File: config.mk
export PLATFORM = sky130hd
export DESIGN_NAME = game_over_judge
export DESIGN_NICKNAME = d
export VERILOG_FILES = /design/src/rtl/game_pkg.sv /design/src/rtl/game_over_judge_sec_tick.sv /design/src/rtl/game_over_judge.sv
export SDC_FILE = /design/constraint.sdc
export NUM_CORES = 1
export LEC_CHECK = 0
export BUFFER_PORTS_ARGS = -buffer_cell sky130_fd_sc_hd__buf_2
export CORE_MARGIN = 4
export CORE_UTILIZATION = 53
export DETAILED_ROUTE_END_ITERATION = 8
export PLACE_DENSITY = 0.82
export SYNTH_ARGS = -nofsm -noshare
export SYNTH_HDL_FRONTEND = slang
export SYNTH_HIERARCHICAL = 1
export SYNTH_SLANG_ARGS = --single-unit
File: constraint.sdc
create_clock -name clk -period 6 [get_ports clk]
set_clock_uncertainty 0.2 [all_clocks]
set_input_delay 1.2 -clock clk [delete_from_list [all_inputs] [get_ports clk]]
set_output_delay 1.2 -clock clk [all_outputs]
set_load 0.01 [all_outputs]
File: src/rtl/game_pkg.sv
// game_pkg: shared state encoding and counter widths for the game-over judge
package game_pkg;

    typedef enum logic [1:0] {
        IDLE,
        PLAY,
        OVER
    } judge_state_t;

    localparam int LIVES_W = 3;
    localparam int KILLS_W = 8;
    localparam int SCORE_W = 16;

endpackage

File: src/rtl/game_over_judge_sec_tick.sv
// sec_tick: divides clk by CLK_HZ into a one-cycle pulse per second while running
module sec_tick #(
    parameter int CLK_HZ = 100_000_000
) (
    input  logic clk,
    input  logic rst_n,
    input  logic i_run,
    output logic o_tick
);

    localparam int CW = (CLK_HZ > 1) ? $clog2(CLK_HZ) : 1;

    logic [CW-1:0] r_cnt;

    assign o_tick = i_run && (r_cnt == CW'(CLK_HZ - 1));

    // cycle counter, restarts whenever the round is not running
    always_ff @(posedge clk or negedge rst_n) begin
        if (!rst_n)
            r_cnt <= '0;
        else
            r_cnt <= (!i_run || o_tick) ? '0 : r_cnt + 1'b1;
    end

endmodule

File: src/rtl/game_over_judge.sv
// game_over_judge: tracks lives/kills/score per round and flags game over; optional round timer via GAMEOVER_TIMER_EN
module game_over_judge
    import game_pkg::*;
#(
    parameter int INIT_LIVES   = 3,
    parameter int MAX_LIVES    = 7,
    parameter int KILL_TARGET  = 20,
    parameter int KILL_POINTS  = 10,
    parameter int CLK_HZ       = 100_000_000,
    parameter int TIME_LIMIT_S = 120
) (
    input  logic               clk,
    input  logic               rst_n,
    input  logic               enable_game_classic,
    input  logic               enable_game_infinity,
    input  logic               start_protect,
    input  logic               mytank_hit,
    input  logic [3:0]         enytank_kill,
    input  logic               reward_life,
    output logic               gameover_classic,
    output logic               gameover_infinity,
    output logic               win,
    output logic [LIVES_W-1:0] lives,
    output logic [KILLS_W-1:0] kills,
    output logic [SCORE_W-1:0] score,
    output logic [7:0]         time_left
);

    localparam int KW1 = KILLS_W + 1;
    localparam int SW1 = SCORE_W + 1;

    judge_state_t       r_state, w_next;
    logic               r_mode;
    logic               r_go_c, r_go_i, r_win;
    logic [LIVES_W-1:0] r_lives, w_lives_nx;
    logic [KILLS_W-1:0] r_kills, w_kills_nx;
    logic [SCORE_W-1:0] r_score, w_score_nx;
    logic [KILLS_W:0]   w_kills_sum;
    logic [SCORE_W:0]   w_score_sum;
    logic [2:0]         w_n;
    logic               w_start, w_en_mode, w_both_low;
    logic               w_hit, w_up, w_dn;
    logic               w_lose, w_win, w_timeout;

    assign w_start    = enable_game_classic ^ enable_game_infinity;
    assign w_en_mode  = r_mode ? enable_game_infinity : enable_game_classic;
    assign w_both_low = ~enable_game_classic & ~enable_game_infinity;

    assign w_n = 3'(enytank_kill[0]) + 3'(enytank_kill[1]) + 3'(enytank_kill[2]) + 3'(enytank_kill[3]);

    assign w_kills_sum = {1'b0, r_kills} + KW1'(w_n);
    assign w_kills_nx  = w_kills_sum[KILLS_W] ? '1 : w_kills_sum[KILLS_W-1:0];
    assign w_score_sum = {1'b0, r_score} + SW1'(w_n) * SW1'(KILL_POINTS);
    assign w_score_nx  = w_score_sum[SCORE_W] ? '1 : w_score_sum[SCORE_W-1:0];

    assign w_hit      = mytank_hit & ~start_protect;
    assign w_up       = reward_life & ~w_hit & (r_lives != LIVES_W'(MAX_LIVES));
    assign w_dn       = w_hit & ~reward_life & (r_lives != '0);
    assign w_lives_nx = w_up ? r_lives + 1'b1 : w_dn ? r_lives - 1'b1 : r_lives;

    assign w_lose = (w_lives_nx == '0) | w_timeout;
    assign w_win  = ~r_mode & (w_kills_nx >= KILLS_W'(KILL_TARGET)) & ~w_lose;

`ifdef GAMEOVER_TIMER_EN
    logic       w_tick;
    logic [7:0] r_time_left;

    sec_tick #(.CLK_HZ(CLK_HZ)) u_sec_tick (
        .clk    (clk),
        .rst_n  (rst_n),
        .i_run  (r_state == PLAY),
        .o_tick (w_tick)
    );

    assign w_timeout = r_mode & w_tick & (r_time_left == 8'd1);
    assign time_left = r_time_left;

    // seconds remaining: loaded for infinity rounds, counts down during play, frozen otherwise
    always_ff @(posedge clk or negedge rst_n) begin
        if (!rst_n)
            r_time_left <= '0;
        else if (r_state == IDLE && w_start)
            r_time_left <= enable_game_infinity ? 8'(TIME_LIMIT_S) : 8'd0;
        else if (r_state == PLAY && w_en_mode && r_mode && w_tick && r_time_left != '0)
            r_time_left <= r_time_left - 1'b1;
    end
`else
    assign w_timeout = 1'b0;
    assign time_left = '0;
`endif

    // round state register
    always_ff @(posedge clk or negedge rst_n) begin
        if (!rst_n)
            r_state <= IDLE;
        else
            r_state <= w_next;
    end

    // round sequencing: start on a single enable, end on lose/win, abort on enable drop
    always_comb begin
        w_next = r_state;
        case (r_state)
            IDLE:    w_next = w_start ? PLAY : IDLE;
            PLAY:    w_next = !w_en_mode ? IDLE : (w_lose | w_win) ? OVER : PLAY;
            OVER:    w_next = w_both_low ? IDLE : OVER;
            default: w_next = IDLE;
        endcase
    end

    // round counters and result flags
    always_ff @(posedge clk or negedge rst_n) begin
        if (!rst_n) begin
            r_mode  <= 1'b0;
            r_lives <= '0;
            r_kills <= '0;
            r_score <= '0;
            r_win   <= 1'b0;
            r_go_c  <= 1'b0;
            r_go_i  <= 1'b0;
        end else begin
            case (r_state)
                IDLE: begin
                    if (w_start) begin
                        r_mode  <= enable_game_infinity;
                        r_lives <= LIVES_W'(INIT_LIVES);
                        r_kills <= '0;
                        r_score <= '0;
                        r_win   <= 1'b0;
                    end
                end
                PLAY: begin
                    if (w_en_mode) begin
                        r_lives <= w_lives_nx;
                        r_kills <= w_kills_nx;
                        r_score <= w_score_nx;
                        r_win   <= w_win;
                    end
                end
                OVER: begin
                    r_go_c <= ~w_both_low & ~r_mode;
                    r_go_i <= ~w_both_low & r_mode;
                    if (w_both_low)
                        r_win <= 1'b0;
                end
                default: begin
                    r_go_c <= 1'b0;
                    r_go_i <= 1'b0;
                end
            endcase
        end
    end

    assign gameover_classic  = r_go_c;
    assign gameover_infinity = r_go_i;
    assign win               = r_win;
    assign lives             = r_lives;
    assign kills             = r_kills;
    assign score             = r_score;

endmodule

==> metrics.yaml, run 1 <==
global_route:
  grt_max_degree: 34
  grt_pass1_wl_um: 9170
  antenna_found_initial: 0
  grt_pass1_vias: 2010
  track_usage: 0.190
  grt_overflow_total: 0
critical_path:
  cp.arrival_ps: 4310
  critPathLaunchType: "primary input"
  path_cells: "buf_2 -> fa_1 -> ha_1 -> ha_1 -> ha_1 -> ha_1 -> nor2b_1 -> o21ai_1 -> a21boi_0 -> o21ai_0 -> a41o_1 -> or3_1"
  setup.worst_path.start: "enytank_kill[0]"
  cp_top_family: "adder cells"
  slowest_stage: "fa_1"
  cp_slowest_stage_delay_ps: 530
  cp-end-kind: "register"
  cp.required_ps: 5970
  path_common_cell: "ha_1"
  critPathKind: "in2reg"
  cp.buffers_inverters: 1
  rr_startpoint: "kills[0]"
  path_max_fanout: 8
power_and_ir_drop:
  intPower_mw: 0.539
  max-vdd-ir-drop_uv: 158
  powerDensity_nw_per_um2: 343
  seq_power_share: 0.345
  swShare: 0.428
  pwr-share-comb: 0.470
  p_leak_nw: 1.40
  clkPwrFrac: 0.185
  p_sw_mw: 0.403
sta:
  fmaxAchievable_mhz: 231
  maxSlewHeadroom: 0.481
  finalCritPeriodShare: 0.722
  tns_ps: 0
  rsz0062_at_grt: "no"
  setup_violations: 0
  worst_pin_slew_ps: 777
  slew_violations: 0
  setup_slack_ps: 1670
  finalHoldViolCount: 0
  worst_hold_slack_ps: 304
  finalCriticalPeriod_ps: 4330
die:
  rows: 24
  die_h_um: 76.5
  coreArea_sq_um: 4440
  io_pins: 49
  die-area_sq_um: 5850
  initial_utilization: 0.560
  die_w_um: 76.5
min_path:
  hp-start: "win"
  hp-class: "reg2reg"
cells_and_area:
  nNetsFinal: 353
  fin_util: 0.618
  multi_input_area_sq_um: 1480
  diodes: 0
  area_delta_synth_final_pct: 10.5
  fin_area_sq_um: 2750
  seq_area_sq_um: 826
  fillerInstances: 402
  drive_gt1_frac: 0.187
synthesis:
  synthTopCellsByCount: "dfrtp_1 (33), nand2_1 (29), inv_1 (23), nor2_1 (23), ha_1 (18)"
  synth-main-ff-cell: "dfrtp_1"
  yosysSeqAreaShare: 0.332
  synth_area_sq_um: 2490
  yosys_warnings: 6
  synth_top_area_cell: "dfrtp_1"
  yosys.area.top_type_share: 0.332
  synth_area_per_cell_sq_um: 8.70
  yosysUniqueCellTypes: 66
  synth-edff-count: 0
  postSynth.asyncResetShare: 1.00
  ys_ff_latch: 33
  synth_area_leaders: "dfrtp_1 (33%), ha_1 (9.1%), nand2_1 (4.4%)"
  syn_inst: 286
  synth_most_common_cell: "dfrtp_1"
placement:
  pre_cts_ws_ps: 1350
  hpwl_um: 3970
  io_buffers: 40
  place_congestion: 0.837
  post_dp_cell_area_sq_um: 2660
clocking:
  cts_resized: 0
  post_cts_buffers: 0
  clkSlewWorstSetupHoldPaths_ps: 70
  htreeDepth: 2
  cts_tree: "yes"
  insertion_delay_ps: 290
  cts_made_buffers: 5
  clockRootBuffer: "clkbuf_8"
  cts.sinks: 33
  cts_hold_buf: 0
  clock_path_buffers: 2
flow_run:
  drv_cap: 0
detailed_routing:
  drc: 0
  vias: 2202
  dr.first_iter.drc_count: 111
  wl_um: 5350
  viasPerCell: 5.90
  wl_per_cell_um: 14.3
  dr.pass1.iters: 4
  ant_nets: 0
status:
  status: "complete, no violations"
[cell usage in the layout (no fill, tap or decap), types with 3 or more instances in the layout]
cell | netlist | routed
a211oi_1 | 3 | 3
a21boi_0 | 3 | 3
a21o_1 | 3 | 3
a21oi_1 | 13 | 13
a311oi_1 | 3 | 3
a31oi_1 | 9 | 9
buf_2 | 4 | 40
clkbuf_8 | 0 | 6
conb_1 | 1 | 8
dfrtp_1 | 33 | 33
fa_1 | 3 | 3
ha_1 | 18 | 18
inv_1 | 23 | 23
nand2_1 | 29 | 29
nand2b_1 | 4 | 4
nand3_1 | 14 | 14
nor2_1 | 23 | 23
nor2b_1 | 3 | 3
nor3_1 | 6 | 6
o211ai_1 | 6 | 6
o21ai_0 | 14 | 14
o21ai_1 | 3 | 3
[state kept, by name, indices dropped and copies added (netlist names)]
| name | cells |
|---|---|
| r_state | 2 |
| score | 16 |
| gameover_classic | 1 |
| gameover_infinity | 1 |
| r_mode | 1 |
| kills | 8 |
| lives | 3 |
| win | 1 |
[layout make-up]
cell class | count | area share
multi-input cells | 218 | 0.540
clock buffers | 7 | 0.0314
inverters | 23 | 0.0314
repair buffers | 40 | 0.0729
well taps | 52 | 0.0237
flip-flops and latches | 33 | 0.301
[path summary, 6_finish.rpt]
| check | end | slack, ps | cells after the start |
|---|---|---|---|
| setup / recovery | score[9] | 1670 | 12 |
| hold / removal | win | 300 | 1 |
| setup reg to reg | r_state[1] | 3320 | 9 |
| hold reg to reg | win | 300 | 1 |
| max in group asynchronous | score[12] | 4360 | 1 |
| min in group asynchronous | gameover_infinity | 770 | 1 |
[metal layers]
| layer | wire length, um | vias to the layer above | GRT usage |
|---|---|---|---|
| met5 | 0 | - | 0 |
| met2 | 2550 | 61 | 0.312 |
| met3 | 331 | 9 | 0.0461 |
| met4 | 86 | 0 | 0.0725 |
| li1 | - | 1085 | - |
| met1 | 2380 | 1047 | 0.243 |
[stage by stage]
step	instances	power, mW
CTS	373	0.948
detailed placement	366	0.774
finish	373	0.942
global placement	366	0.758
floorplan	293	0.666
global route	373	1.03
[kinds of logic after synthesis]
family,count (synthesis),synth area share
compound gates,77,0.213
flops,33,0.332
other cells,1,0.00151
simple gates,104,0.223
xor+xnor,3,0.0106
fa+ha+maj,21,0.115
buf+inv,42,0.0820
mux,5,0.0231
[power by group through the flow]
stage | sequential [mW] | clock [mW] | combinational (mW)
global route | 0.334 | 0.184 | 0.510
CTS | 0.326 | 0.176 | 0.446
floorplan | 0.331 | 0 | 0.335
finish | 0.325 | 0.174 | 0.443
global placement | 0.328 | 0 | 0.429
detailed placement | 0.330 | 0 | 0.444
[worst reg2reg max path, cell delays in order, from the launching register on]
cell and delay (ps):
dfrtp_1 370, ha_1 180, inv_1 50, fa_1 490, nor3b_1 300, a21o_1 240, nand4_1 130, o211ai_1 120
a41oi_2 150, o31a_2 340
(Power assumes the default switching activity.)
==> run 2, diff against run 1 <==
==> constraint.sdc (replaced) <==
create_clock -name clk -period 4 [get_ports clk]
set_clock_uncertainty 0.2 [all_clocks]
set_input_delay 0.8 -clock clk [delete_from_list [all_inputs] [get_ports clk]]
set_output_delay 0.8 -clock clk [all_outputs]
set_load 0.01 [all_outputs]
==> metrics.yaml, run 2 (same netlist as run 1, synthesis figures left out) <==
clocking:
  cts_made_buffers: 5
  clockRootBuffer: "clkbuf_8"
  htreeDepth: 2
  cts_tree: "yes"
  cts_resized: 0
  clock_path_buffers: 2
  insertion_delay_ps: 300
  cts_hold_buf: 0
  clkSlewWorstSetupHoldPaths_ps: 80
  cts.sinks: 33
  post_cts_buffers: 0
global_route:
  grt_max_degree: 34
  track_usage: 0.208
  grt_pass1_wl_um: 10100
  antenna_found_initial: 0
  grt_pass1_vias: 2216
  grt_overflow_total: 0
sta:
  worst_hold_slack_ps: 310
  worst_pin_slew_ps: 757
  rsz0062_at_grt: "no"
  slew_violations: 0
  fmaxAchievable_mhz: 264
  finalHoldViolCount: 0
  finalCritPeriodShare: 0.946
  setup_violations: 0
  finalCriticalPeriod_ps: 3780
  maxSlewHeadroom: 0.495
detailed_routing:
  viasPerCell: 5.83
  wl_um: 5770
  vias: 2269
  drc: 0
  dr.first_iter.drc_count: 102
  wl_per_cell_um: 14.8
  dr.pass1.iters: 4
  ant_nets: 0
cells_and_area:
  fin_area_sq_um: 2890
  multi_input_area_sq_um: 1480
  largest_reg_flops: 16
  nNetsFinal: 368
  fillerInstances: 375
  fin_util: 0.650
  seq_area_sq_um: 826
  most-common-layout-cells: "buf_2 (40), dfrtp_1 (33), nand2_1 (29), inv_1 (23), nor2_1 (23)"
  drive_gt1_frac: 0.228
  layout.cells.most_common: "buf_2"
  area_delta_synth_final_pct: 16.1
  diodes: 0
die:
  die-area_sq_um: 5850
  io_pins: 49
  rows: 24
  die_h_um: 76.5
  initial_utilization: 0.560
  coreArea_sq_um: 4440
  die_w_um: 76.5
critical_path:
  path_max_fanout: 6
  critPathKind: "in2reg"
  cp-end-kind: "register"
  cp.required_ps: 3990
  cp.arrival_ps: 3770
  critPathLaunchType: "primary input"
power_and_ir_drop:
  max-vdd-ir-drop_uv: 229
  p_total_mw: 1.54
  p_leak_nw: 1.49
  powerDensity_nw_per_um2: 533
placement:
  io_buffers: 40
  place_congestion: 0.836
  hpwl_um: 4270
  post_dp_cell_area_sq_um: 2770
status:
  status: "complete, no violations"
flow_run:
  drv_cap: 0
min_path:
  hp-class: "reg2reg"
run 2: layout make-up:
class	instances	area share
clock buffer	5	0.0238
clock inverter	3	0.0160
inverter	23	0.0299
multi-input combinational	218	0.514
sequential	33	0.286
tap	52	0.0225
timing repair buffer	55	0.108
run 2: worst max-delay path, cell delays in order:
cell and delay (ps):
buf_2 110, fa_1 490, ha_1 230, ha_1 350
inv_1 110, fa_1 440, nor3b_1 280, a21o_1 220
nand4_1 110, o211ai_1 120, a41oi_2 150, o31a_2 350
run 2: layer usage:
| metal | share of wire | global-route usage |
|---|---|---|
| met1 | 0.43 | 0.254 |
| met2 | 0.50 | 0.362 |
| met3 | 0.061 | 0.0544 |
| met4 | 0.013 | 0.0562 |
| met5 | 0 | 0 |
run 2: path summary, 6_finish.rpt:
kind / startpoint / end / slack (ps) / cells after the start
min in group asynchronous: rst_n / gameover_infinity / 360 / 1
max in group asynchronous: rst_n / score[1] / 2770 / 1
hold / removal: gameover_classic / gameover_classic / 310 / 1
hold reg to reg: gameover_classic / gameover_classic / 310 / 1
setup / recovery: enytank_kill[0] / r_state[1] / 220 / 12
setup reg to reg: lives[0] / win / 1360 / 10
run 2: through the flow:
stage | instances | worst slack, ps | setup TNS [ps]
finish | 389 | 218 | 0
global route | 389 | 4.56 | 0
CTS | 389 | 203 | 0
detailed placement | 381 | -97.1 | -512
global placement | 381 | 24.8 | 0
floorplan | 293 | 109 | 0
run 2: power breakdown:
part           total (mW)  switching (mW)  internal, mW  leakage, nW
clock               0.325           0.139         0.186       0.0543
combinational       0.725           0.418         0.307        0.994
sequential          0.489          0.0842         0.405        0.436
total                1.54           0.641         0.898         1.49
